<file path="config.mk">
export PLATFORM = sky130hd
export DESIGN_NAME = rf_wb_arbiter
export DESIGN_NICKNAME = d
export VERILOG_FILES = /design/src/rtl/rf_pkg.sv /design/src/rtl/rr_arbiter.sv /design/src/rtl/rf_wb_arbiter.sv
export SDC_FILE = /design/constraint.sdc
export NUM_CORES = 1
export LEC_CHECK = 0
export ABC_AREA = 1
export CORE_ASPECT_RATIO = 0.5
export CORE_MARGIN = 2
export CORE_UTILIZATION = 25
export DETAILED_ROUTE_END_ITERATION = 12
export SLEW_MARGIN = 20
export SYNTH_ARGS = -nofsm -noshare
export SYNTH_HDL_FRONTEND = slang
export SYNTH_HIERARCHICAL = 1
export SYNTH_SLANG_ARGS = --single-unit
</file>
<file path="constraint.sdc">
create_clock -name clk_i -period 2.8 [get_ports clk_i]
set_input_delay 0.28 -clock clk_i [delete_from_list [all_inputs] [get_ports clk_i]]
set_output_delay 0.28 -clock clk_i [all_outputs]
set_load 0.01 [all_outputs]
</file>
<file path="src/rtl/rf_pkg.sv">
// Shared constants and types for the register-file writeback path.
// Sized for a 32-entry, 32-bit register bank.
package rf_pkg;

    localparam int AW   = 5;
    localparam int DW   = 32;
    localparam int NREG = 32;
    localparam int X0   = 0;

    typedef struct packed {
        logic [AW-1:0] rd;
        logic [DW-1:0] data;
    } wb_req_t;

    // Width of an index into n requesters (at least one bit).
    function automatic int idx_w(input int n);
        return (n <= 2) ? 1 : $clog2(n);
    endfunction

endpackage

</file>
<file path="src/rtl/rr_arbiter.sv">
// Combinational one-of-N arbiter: round-robin from ptr_i, or fixed priority
// (index 0 highest) when RR is 0. Emits a one-hot grant and its index.
module rr_arbiter
    import rf_pkg::*;
#(
    parameter  int N_SRC = 3,
    parameter  int RR    = 1,
    localparam int IW    = idx_w(N_SRC)
) (
    input  logic [N_SRC-1:0] valid_i,
    input  logic [IW-1:0]    ptr_i,
    output logic [N_SRC-1:0] grant_o,
    output logic [IW-1:0]    idx_o,
    output logic             any_o
);

    always_comb begin
        int base;
        int cand;
        grant_o = '0;
        idx_o   = '0;
        any_o   = |valid_i;
        base    = (RR != 0) ? int'(ptr_i) : 0;
        cand    = 0;
        // Scan from the farthest offset down so the nearest valid source wins.
        for (int off = N_SRC - 1; off >= 0; off--) begin
            cand = base + off;
            if (cand >= N_SRC) begin
                cand = cand - N_SRC;
            end
            if (valid_i[cand]) begin
                idx_o = IW'(cand);
            end
        end
        if (any_o) begin
            grant_o[idx_o] = 1'b1;
        end
    end

endmodule

</file>
<file path="src/rtl/rf_wb_arbiter.sv">
// Arbitrates writeback sources onto the register bank's single write port and
// keeps a busy scoreboard for issue WAW blocking and read-hazard detection.
module rf_wb_arbiter
    import rf_pkg::idx_w;
    import rf_pkg::X0;
#(
    parameter int N_SRC = 3,
    parameter int DW    = rf_pkg::DW,
    parameter int AW    = rf_pkg::AW,
    parameter int RR    = 1
) (
    input  logic                clk_i,
    input  logic                rst_i,
    input  logic [N_SRC-1:0]    src_valid,
    output logic [N_SRC-1:0]    src_ready,
    input  logic [N_SRC*AW-1:0] src_rd,
    input  logic [N_SRC*DW-1:0] src_data,
    input  logic                issue_valid,
    input  logic [AW-1:0]       issue_rd,
    output logic                issue_ready,
    input  logic [AW-1:0]       read1,
    input  logic [AW-1:0]       read2,
    output logic                hazard1,
    output logic                hazard2,
    output logic                regwrite,
    output logic [AW-1:0]       wrreg,
    output logic [DW-1:0]       wrdata
);

    localparam int IW     = idx_w(N_SRC);
    localparam int NREG_L = 1 << AW;

    logic [AW-1:0]     rd_a   [N_SRC];
    logic [DW-1:0]     data_a [N_SRC];

    logic [N_SRC-1:0]  arb_grant;
    logic [IW-1:0]     arb_idx;
    logic              arb_any;

    logic [IW-1:0]     rr_ptr_q, rr_ptr_d;
    logic [NREG_L-1:0] busy_q, busy_d;
    logic              regwrite_q, regwrite_d;
    logic [AW-1:0]     wrreg_q, wrreg_d;
    logic [DW-1:0]     wrdata_q, wrdata_d;

    logic              hs;
    logic [AW-1:0]     sel_rd;
    logic [DW-1:0]     sel_data;
    logic              issue_fire;

    genvar gi;
    generate
        for (gi = 0; gi < N_SRC; gi++) begin : g_unpack
            assign rd_a[gi]   = src_rd[gi*AW +: AW];
            assign data_a[gi] = src_data[gi*DW +: DW];
        end
    endgenerate

    rr_arbiter #(
        .N_SRC (N_SRC),
        .RR    (RR)
    ) u_arb (
        .valid_i (src_valid),
        .ptr_i   (rr_ptr_q),
        .grant_o (arb_grant),
        .idx_o   (arb_idx),
        .any_o   (arb_any)
    );

    // The grant only ever covers valid sources, so any valid means a handshake.
    assign src_ready = arb_grant;
    assign hs        = arb_any;
    assign sel_rd    = rd_a[arb_idx];
    assign sel_data  = data_a[arb_idx];

    assign issue_ready = !busy_q[issue_rd] || (issue_rd == AW'(X0));
    assign issue_fire  = issue_valid && issue_ready && (issue_rd != AW'(X0));

    assign hazard1 = busy_q[read1] && (read1 != AW'(X0));
    assign hazard2 = busy_q[read2] && (read2 != AW'(X0));

    always_comb begin
        rr_ptr_d   = rr_ptr_q;
        busy_d     = busy_q;
        regwrite_d = 1'b0;
        wrreg_d    = wrreg_q;
        wrdata_d   = wrdata_q;
        if (issue_fire) begin
            busy_d[issue_rd] = 1'b1;
        end
        if (hs) begin
            // Issue is blocked while busy, so this clear never collides with the set above.
            busy_d[sel_rd] = 1'b0;
            regwrite_d     = (sel_rd != AW'(X0));
            wrreg_d        = sel_rd;
            wrdata_d       = sel_data;
            if (RR != 0) begin
                rr_ptr_d = (arb_idx == IW'(N_SRC - 1)) ? '0 : arb_idx + 1'b1;
            end
        end
    end

    always_ff @(posedge clk_i) begin
        if (rst_i) begin
            rr_ptr_q   <= '0;
            busy_q     <= '0;
            regwrite_q <= 1'b0;
            wrreg_q    <= '0;
            wrdata_q   <= '0;
        end else begin
            rr_ptr_q   <= rr_ptr_d;
            busy_q     <= busy_d;
            regwrite_q <= regwrite_d;
            wrreg_q    <= wrreg_d;
            wrdata_q   <= wrdata_d;
        end
    end

    assign regwrite = regwrite_q;
    assign wrreg    = wrreg_q;
    assign wrdata   = wrdata_q;

endmodule

</file>
Yosys cells after proc, flatten, opt, wreduce, memory -nomap -nowiden
Index checks and enable logic that the tools add are counted.

Add/subtract/negate cells: 6. Magnitude comparators: 15. Equality and inequality tests: 1. Muxes and demuxes: 37. Bitwise logic cells: 5. Reduce and logical (&&, ||, !) cells: 16.

Operators with widths (number): two-way mux 32 bit (7); less-than comparator 32 x 4 -> 1 bit, second input constant (3); binary-select mux 32 bit (select 2 bit) (1); greater-or-equal comparator 32 x 3 -> 1 bit, second input constant (2); subtractor 32 x 3 -> 32 bit, second input constant (2); AND 32 bit (1); NOT 32 bit (1); bitwise OR 32 bit (1); less-than comparator 5 x 6 -> 1 bit, second input constant (4); nonzero test 5 bit (4); binary-select mux 1 bit (select 5 bit) (3); two-way mux 1 bit (12); binary-select mux 5 bit (select 2 bit) (1); demux 1 bit (select 5 bit) (2); greater-or-equal comparator 5 x 1 -> 1 bit, second input constant (2); two-way mux 5 bit (2); two-way mux 2 bit (4); logical AND 1 bit (7); binary-select mux 1 bit (select 2 bit) (3); logical NOT 5 bit (1); adder 2 x 1 -> 3 bit, second input constant (1); adder 2 x 2 -> 3 bit, second input constant (1); greater-or-equal comparator 3 bit, second input constant (1); less-than comparator 2 x 3 -> 1 bit, second input constant (1); 13 further kinds (13).

Register bits: 72. Input port bits: 132. Output and inout port bits: 44. Logic and storage cells: 85.

Longest topological paths before layout
Gate-level depths: netlist of the first run.

Depth in word-level cells: 20. Gate-level depth with buffers: 21. Gate-level depth less buffers: 20.

By module
Netlist of the first run, hierarchy kept.

By module, submodules not included: rf_wb_arbiter (times used 1, cells each 742, area each 4710.8 µm², seq. area each 1441.4 µm²); rr_arbiter (times used 1, cells each 42, area each 216.5 µm², seq. area each 0.0 µm²).

Worst setup path after synthesis of the first run
OpenSTA, ideal clock, no wires.

Kind: register to register. From: reg rr_ptr_q[0]. To: reg busy_q[3]. Arrival: 2211 ps. Slack: 472 ps. Cell stages (with the launch flop): 21. Path buffers: 1. Cell sequence: dfxtp_1 inv_1 ha_1 inv_1 nand2_1 nand3_1 nand2_1 nand2_1 nand3_2 nand2_2 buf_4 nand2_2 inv_2 nand2_1 and3_1 inv_2 nand2_2 nor2_4 nand2_1 nand2_1 a21oi_1.

Word-level cells in the longest chain between the ends: 20. Elaborated cells between the ends (all ways): 35. Classes of those cells: add/sub: 5; order compare: 5; mux: 21; bitwise: 3; reduce/logical: 1.

Ends and longest elaborated chain: start, declared (RTL line rf_wb_arbiter.sv:40) `logic [IW-1:0] rr_ptr_q, rr_ptr_d;`; start signal, assigned (RTL line rf_wb_arbiter.sv:111) `rr_ptr_q <= rr_ptr_d;`; adder 2 x 2 -> 3 bit (RTL line rr_arbiter.sv:27) `cand = base + off;`; subtractor 32 x 3 -> 32 bit or greater-or-equal comparator 32 x 3 -> 1 bit (tied branches) (RTL line rr_arbiter.sv:29, rr_arbiter.sv:28); two-way mux 32 bit (RTL line rr_arbiter.sv:28) `if (cand >= N_SRC) begin`; binary-select mux 1 bit (select 2 bit) (RTL line rr_arbiter.sv:31) `if (valid_i[cand]) begin`; two-way mux 1 bit (not written as such) (2 in a row) (RTL line rr_arbiter.sv:31); two-way mux 2 bit (2 in a row) (RTL line rr_arbiter.sv:31); two-way mux 2 bit * (RTL line rr_arbiter.sv:31); named net arb_idx[0] (RTL line rf_wb_arbiter.sv:37) `logic [IW-1:0] arb_idx;`; (+2 left out); two-way mux 5 bit (not written as such) * (2 in a row) (RTL line rf_wb_arbiter.sv:73) `assign sel_rd = rd_a[arb_idx];`; less-than comparator 5 x 6 -> 1 bit (not written as such) or greater-or-equal comparator 5 x 1 -> 1 bit (tied branches) (RTL line rf_wb_arbiter.sv:93) `busy_d[sel_rd] = 1'b0;`; logical AND 1 bit (not written as such) (RTL line rf_wb_arbiter.sv:93); two-way mux 1 bit (not written as such) (RTL line rf_wb_arbiter.sv:93); demux 1 bit (select 5 bit) * (RTL line rf_wb_arbiter.sv:93); NOT 32 bit (no source line) *; AND 32 bit (no source line) *; two-way mux 32 bit * (RTL line rf_wb_arbiter.sv:91) `if (hs) begin`; end signal, assigned (RTL line rf_wb_arbiter.sv:112) `busy_q <= busy_d;`; end, declared (RTL line rf_wb_arbiter.sv:41) `logic [NREG_L-1:0] busy_q, busy_d;`.

The timed path passes the listed nets; every way through them passes the cells marked *. The select of a mux whose other input is x is not followed. A chain may end at the register's enable or synchronous reset.

Worst setup path in the final report of the first run
From: reg rr_ptr_q[0]. To: out src_ready[0].

Word-level cells in the longest chain between the ends: 14. Elaborated cells between the ends (all ways): 29. Classes of those cells: add/sub: 5; order compare: 5; mux: 18; reduce/logical: 1.

Ends and longest elaborated chain: adder 2 x 2 -> 3 bit (RTL line rr_arbiter.sv:27); subtractor 32 x 3 -> 32 bit or greater-or-equal comparator 32 x 3 -> 1 bit (tied branches) (RTL line rr_arbiter.sv:29, rr_arbiter.sv:28); two-way mux 32 bit (RTL line rr_arbiter.sv:28); binary-select mux 1 bit (select 2 bit) (RTL line rr_arbiter.sv:31); two-way mux 1 bit (not written as such) (2 in a row) (RTL line rr_arbiter.sv:31); two-way mux 2 bit (2 in a row) (RTL line rr_arbiter.sv:31); two-way mux 2 bit * (RTL line rr_arbiter.sv:31); named net arb_idx[0] (RTL line rf_wb_arbiter.sv:37); less-than comparator 2 x 3 -> 1 bit (not written as such) or greater-or-equal comparator 2 x 1 -> 1 bit (tied branches) (RTL line rr_arbiter.sv:36) `grant_o[idx_o] = 1'b1;`; logical AND 1 bit (not written as such) (RTL line rr_arbiter.sv:36); two-way mux 1 bit (not written as such) (RTL line rr_arbiter.sv:36); demux 1 bit (select 2 bit) *; two-way mux 3 bit * (RTL line rr_arbiter.sv:35) `if (any_o) begin`; end, declared (RTL line rf_wb_arbiter.sv:15) `output logic [N_SRC-1:0] src_ready,`.

Marked as above.

==> results by group, run 1 <==
Global route
  • GR Util All Layers: 0.179
  • Vias in the first global route: around 5,700
  • Largest net degree at the start of global routing: 67
  • Overflow left after global routing: 0
  • First-pass GRT wire length: just under 30,000 µm
  • Initial antenna violation count: 0

Power and ir drop
  • Internal power: 3.33 mW
  • PD cells: 828 nW/µm²
  • Leakage power: around 2.7 nW
  • VDD IR max: 0.000406 V
  • Sequential Power Share: 0.242
  • Comb power frac: 0.571
  • Clock group share of total power: 0.187
  • Switch share: 0.443
  • Net switching power: 2.64 mW

STA
  • Setup TNS: 0 ns
  • Tmin final: 2.57 ns
  • Hold violation count in the final report: 0
  • WHS: 0.479 ns
  • Fin crit share: 0.919
  • Max Freq: 388 MHz
  • Pins Over Slew Limit: 0
  • Setup violators final: 0
  • Worst Tran Pin Value: between 0.7 and 0.8 ns
  • Worst Clk Skew: 0.0102 ns
  • RSZ-0062 raised after global routing: no
  • Slew headroom: 0.495

Critical path
  • Crit path kind: flop to output pin
  • Flop2flop setup slack: 0.23 ns
  • R2R depth: 19
  • CP startpoint kind: flop
  • Critical path capture point type: output pin
  • CP Capture Point: src_ready[0]
  • Worst EP required: 2.52 ns
  • Critical path arrival: between 2 and 2.5 ns
  • Crit path from: rr_ptr_q[0]
  • RR Startpoint: rr_ptr_q[0]
  • Reg-to-Reg End: busy_q[1]
  • Crit-path max FO: 8

Route
  • DRT iter0 DRCs: ~380
  • Pre-antenna DRT Iters: 5
  • Via count: 5,923
  • Routed WL per cell: about 16 µm
  • Residual DRC: 0
  • Vias per cell: 4.87
  • Final WL: 18,900 µm
  • Routed Antenna Nets: 0

Final layout
  • Finished Layout Cells: 1,216
  • Filler cell count: 2,086
  • Area grow syn2layout: 46.4%
  • Area of the multi-input gates: 2910 µm²
  • Share of layout cells above drive strength 1: 0.0821
  • Reg area: about 1400 µm²
  • Nets: 1,080
  • Antenna Cells: 0

Logic synthesis
  • Synth top area cells: dfxtp_1, nand2_1, a21oi_1
  • Mapped Avg Cell Area: ~6.3 µm²
  • Cells after synthesis: a little under 800
  • Yosys synthesis warning count: 6
  • Mapped Area: 4930 µm²
  • Post-synth top area share: 0.293
  • Most common cell in the netlist: nand2_1
  • EDFF count, synth: 0
  • Post-synth net total: 919
  • Unique cell type count in the Yosys netlist: 35
  • Post-synth ARST share: 0
  • #FFs+latches synth: 72
  • Sequential-to-total area share from yosys stat: 0.293
  • Post-synth top cells: nand2_1, a21oi_1, dfxtp_1, o21ai_0, inv_1
  • Most used DFF post-synth: dfxtp_1
  • Synth area leader: dfxtp_1

CTS
  • CTS tree: yes
  • Clk slew on worst S/H paths: 0.06 ns
  • H-tree levels: 3
  • Clk_lat worst skew: roughly 0.34 ns
  • TritonCTS Buffers: 9
  • Clock buffer depth: 2
  • Sink Count: between 70 and 80
  • Setup Buffers After CTS: 0
  • PostCTS Resize Cnt: 0
  • Hold buffer count at CTS: 0
  • Root buf cell: clkbuf_16

Outcome
  • Status: completed

Floorplanning
  • Io pins: 176
  • Core area: 19,400 µm²
  • Rows: 36
  • Die Y: 103 µm
  • Initial core utilization: 0.254
  • Die outline width: approximately 200 µm
  • Total die area: roughly 21,000 µm²

Flow run
  • Max cap viols: 0

Placement
  • Detail Placement HPWL: ~14,000 µm
  • Placer Congestion: approximately 0.88
  • Placed Instances: 1,200
  • Port Buffers: 175

Hold path
  • HP Class: flop to flop
-- power groups by stage --
stage	Clock (mW)	Sequential (mW)	Combinational (mW)
finish	1.12	1.45	3.41
global route	1.19	1.48	3.71
CTS	1.14	1.45	3.40
detailed placement	0	1.47	3.38
global placement	0	1.46	3.38
floorplan	0	1.56	1.83
-- layout make-up --
type,instances,share of cell area
Inverter,79,0.0415
Multi-Input combinational cell,586,0.404
Tap cell,266,0.0461
Timing Repair Buffer,197,0.269
Clock inverter,6,0.00607
Sequential cell,72,0.200
Clock buffer,10,0.0331
-- flip-flops by register name (all words and copies together) (netlist names) --
register	flops
regwrite	1
rr_ptr_q	2
wrdata	32
wrreg	5
busy_q	32
-- worst min-delay path by stage --
| stage | depth (start not counted) | endpoint | start |
|---|---|---|---|
| final | 2 | wrreg[1] | wrreg[1] |
| after detailed placement | 2 | wrreg[1] | wrreg[1] |
| after CTS | 2 | wrreg[0] | wrreg[0] |
| after global placement | 2 | wrreg[1] | wrreg[1] |
| after global routing | 2 | busy_q[7] | busy_q[7] |
| after floorplan | 2 | wrdata[23] | src_data[55] |
-- logic make-up after synthesis --
kind of cell    after synthesis  synth area share
compound gates              198             0.228
fa+ha+maj                     3           0.00762
buf+inv                     126             0.119
flops                        72             0.293
simple gates                385             0.352
-- routing by layer --
| metal | vias to the layer above | track usage | wire (µm) |
|---|---|---|---|
| li1 | 2976 | - | - |
| met1 | 2687 | 0.224 | 8140 |
| met2 | 242 | 0.318 | 8970 |
| met3 | 18 | 0.0404 | 1510 |
| met4 | 0 | 0.0460 | 306 |
| met5 | - | 0 | 0 |
-- cells in the final DEF, fill, tap and decap left out, types with 3 or more instances in the layout --
cell type | netlist | routed
buf_4 | 1 | 20
nor2_4 | 7 | 7
a22oi_1 | 15 | 15
clkinv_1 | 3 | 3
a41oi_1 | 11 | 11
nand3_1 | 55 | 54
a21oi_1 | 77 | 77
nand4_1 | 33 | 33
inv_1 | 66 | 65
clkinvlp_4 | 0 | 4
ha_1 | 3 | 3
a31oi_1 | 23 | 23
nand2_1 | 216 | 216
inv_2 | 9 | 10
dfxtp_1 | 72 | 72
nor3_1 | 8 | 8
clkbuf_16 | 0 | 9
clkdlybuf4s50_1 | 0 | 175
nor2_2 | 1 | 3
o21ai_0 | 67 | 67
nand2_2 | 11 | 10
nor2_1 | 48 | 46
-- per-stage QoR --
stage,power (mW),setup WS [ns],util,cell area (µm²)
after floorplan,3.39,0.472,-,4930
final,5.97,0.226,0.372,7210
after CTS,5.98,0.134,0.372,7200
after detailed placement,4.85,0.0543,0.357,6920
after global routing,6.38,0.000792,0.372,7210
after global placement,4.84,0.0909,0.357,6920
-- critical path, cell delays in order, from the launching register on --
cell and delay (ns):
dfxtp_1 0.35, inv_1 0.07, ha_1 0.35, inv_2 0.07
nand2_1 0.07, nand3_1 0.09, nand2_1 0.07, nand2_1 0.06
nand3_2 0.08, nand2_4 0.11, nor2_2 0.10, clkdlybuf4s50_1 0.54
No activity file was read; power rests on OpenSTA's default activity.
==> run 2, diff against run 1 <==
--- a/config.mk
+++ b/config.mk
@@ -8,8 +8,11 @@
 export ABC_AREA = 1
 export CORE_ASPECT_RATIO = 0.5
 export CORE_MARGIN = 2
-export CORE_UTILIZATION = 25
+export CORE_UTILIZATION = 46
+export CTS_CLUSTER_SIZE = 8
 export DETAILED_ROUTE_END_ITERATION = 12
+export PLACE_DENSITY = 0.82
+export SETUP_SLACK_MARGIN = 0.1
 export SLEW_MARGIN = 20
 export SYNTH_ARGS = -nofsm -noshare
 export SYNTH_HDL_FRONTEND = slang
==> run 2 against run 1 <==
Net effect: combinational power increased by 4%; die area decreased by 45%; sequential power about the same; via count increased by 2.4%; non-clock buffer count increased by 8; core utilization increased by 33 points; hold slack got worse by 0.015 ns; clock-buffer cell count increased by 3; flip-flop and latch count unchanged; wire length decreased by 9.2%; total power increased by 4.0%; critical path type is now input port to output pin; critical endpoint is now issue_ready.
==> results by group, run 2 (synthesis results as in run 1) <==
STA
  • Worst Clk Skew: 0.00627 ns (-0.00395 ns)
  • Fin crit share: 0.914 (-0.00508)
  • Setup TNS: 0 ns (unchanged)
  • Tmin final: 2.56 ns (-0.0142 ns)
  • Pins Over Slew Limit: 0 (unchanged)
  • Setup violators final: 0 (unchanged)
  • Worst Tran Pin Value: 0.994 ns (+0.242 ns)
  • RSZ-0062 raised after global routing: no
  • Slew headroom: 0.337 (-0.159)
  • Max Freq: 391 MHz (+0.56%)
  • Hold violation count in the final report: 0 (unchanged)

CTS
  • Clk slew on worst S/H paths: 0.05 ns (about the same)
  • TritonCTS Buffers: 9 (unchanged)
  • Clk_lat worst skew: 0.33 ns (about the same)
  • H-tree levels: 3 (unchanged)
  • Root buf cell: clkbuf_16
  • Clock buffer depth: 2 (unchanged)
  • CTS tree: yes
  • Sink Count: 72 (unchanged)

Global route
  • First-pass GRT wire length: 27,100 µm (-8.7%)
  • Overflow left after global routing: 0 (unchanged)
  • Largest net degree at the start of global routing: 37 (-45%)
  • GR Util All Layers: 0.291 (+0.112)
  • Vias in the first global route: 5,520 (-3.6%)
  • Initial antenna violation count: 0 (unchanged)

Critical path
  • Flop2flop setup slack: 0.26 ns (+0.03 ns)
  • Crit path max-delay cell type: clkdlybuf4s50_1
  • Worst EP required: 2.52 ns (about the same)
  • Critical path capture point type: output pin
  • Buf/Inv on CP: 4 (+1)
  • Crit-path max FO: 23 (+15)
  • Crit-path max cell delay: 0.53 ns (about the same)
  • Critical path arrival: 2.28 ns (about the same)
  • Critical Path Most Common Cell: nand2_1
  • CP top delay family: buffers and inverters
  • Critical path, cell by cell: clkdlybuf4s50_1 > buf_12 > inv_4 > nand2_8 > nor2_1 > nor2_1 > nand2_1 > nand2_1 > nand2_1 > nor2_4 > nand2_1 > nand2_1 > clkdlybuf4s50_1
  • CP startpoint kind: input port
  • Crit path kind: input port to output pin

Flow run
  • Max cap viols: 0 (unchanged)

Final layout
  • Area grow syn2layout: 46.1%
  • Commonest non-fill, non-tap cell in the layout: nand2_1
  • Nets: 1,089 (+0.83%)
  • Share of layout cells above drive strength 1: 0.0959 (+0.0138)
  • Most frequent cells in the layout: nand2_1, clkdlybuf4s50_1, a21oi_1, dfxtp_1, o21ai_0
  • Fin area: 7200 µm² (-0.19%)
  • Antenna Cells: 0 (unchanged)
  • Finished Layout Cells: 1,099 (-9.6%)
  • Fin util: 0.698 (+0.326)

Route
  • Final WL: 17,200 µm (-9.2%)
  • Routed WL per cell: 15.6 µm (+0.51%)
  • Vias per cell: 5.52 (+13%)
  • Routed Antenna Nets: 0 (unchanged)
  • Via count: 6,065 (+2.4%)
  • Residual DRC: 0 (unchanged)
  • DRT iter0 DRCs: 507 (+34%)
  • Pre-antenna DRT Iters: 6 (+1)

Floorplanning
  • Core area: 10,300 µm² (-47%)
  • Die Y: 77.2 µm (-25%)
  • Die outline width: 150 µm (-26%)
  • Total die area: 11,600 µm² (-45%)
  • Io pins: 176 (unchanged)
  • Rows: 26 (-28%)
  • Initial core utilization: 0.478 (+0.223)

Power and ir drop
  • Leakage power: 2.81 nW (+2.4%)
  • Total power: 6.21 mW (+4.0%)
  • VDD IR max: 0.000555 V (+37%)
  • PD cells: 863 nW/µm² (+4.2%)

Placement
  • Placed Instances: 1,076 (-10%)
  • Placer Congestion: 0.950 (+7.5%)
  • Port Buffers: 175 (unchanged)
  • Detail Placement HPWL: 12,500 µm (-11%)
  • Placed cell area: 6780 µm² (-2.1%)

Hold path
  • HP Class: flop to flop

Outcome
  • Status: completed
-- run 2: worst reg2reg max path, cell delays in order (launching register included) --
cell,delay [ns]
dfxtp_1,0.35
inv_1,0.10
ha_4,0.26
nand2_1,0.09
nand2_1,0.07
nand3_1,0.09
nand2_1,0.08
nand2_2,0.07
nand2_1,0.10
inv_2,0.15
nor2_8,0.05
buf_4,0.20
a21oi_4,0.29
inv_2,0.11
nor2_1,0.22
nand2_1,0.08
nand2_1,0.07
a21oi_1,0.04
-- run 2: report_power, final --
part	leakage, nW	switching, mW	internal [mW]
Combinational	2.07	2.05	1.49
Clock	0.154	0.430	0.804
Sequential	0.591	0.134	1.30
Total	2.81	2.61	3.60
-- run 2: worst paths after layout --
kind,start,endpoint,cells past startpoint
worst max-delay path,issue_rd[0],issue_ready,13
worst min-delay path,wrreg[1],wrreg[1],2
worst max register to register,rr_ptr_q[0],busy_q[18],17
worst min register to register,wrreg[1],wrreg[1],2
-- run 2: repair_timing --
item / 4_1_cts / 5_1_grt
hold buffers: 0 / 0
buffers inserted: 0 / 6
endpoints found under the setup margin: 0 / 36
gates resized for setup: 0 / 15
endpoints found under the hold margin: 0 / 0
-- run 2: area by class of cell --
class                      instances  area, µm²
sequential                        72       1440
timing repair buffer             205       2000
inverter                          79        303
clock inverter                     3       65.1
tap                              140        175
clock buffer                      13        250
timing repair inverter             1       5.00
fill                             906       3110
multi-input combinational        586       2950
-- run 2: metrics by stage --
step | hold slack [ns] | setup slack (ns)
final | 0.464 | 0.240
after global placement | 0.453 | 0.182
after CTS | 0.463 | 0.163
after global routing | 0.507 | 0.0204
after floorplan | 0.441 | 0.472
after detailed placement | 0.455 | 0.0938
-- run 2: routing by layer --
metal	GRT usage	share of wire	vias to the layer above
met2	0.509	0.49	324
met1	0.357	0.40	2729
met4	0.0925	0.023	0
li1	-	-	2978
met5	0	0	-
met3	0.0613	0.091	34
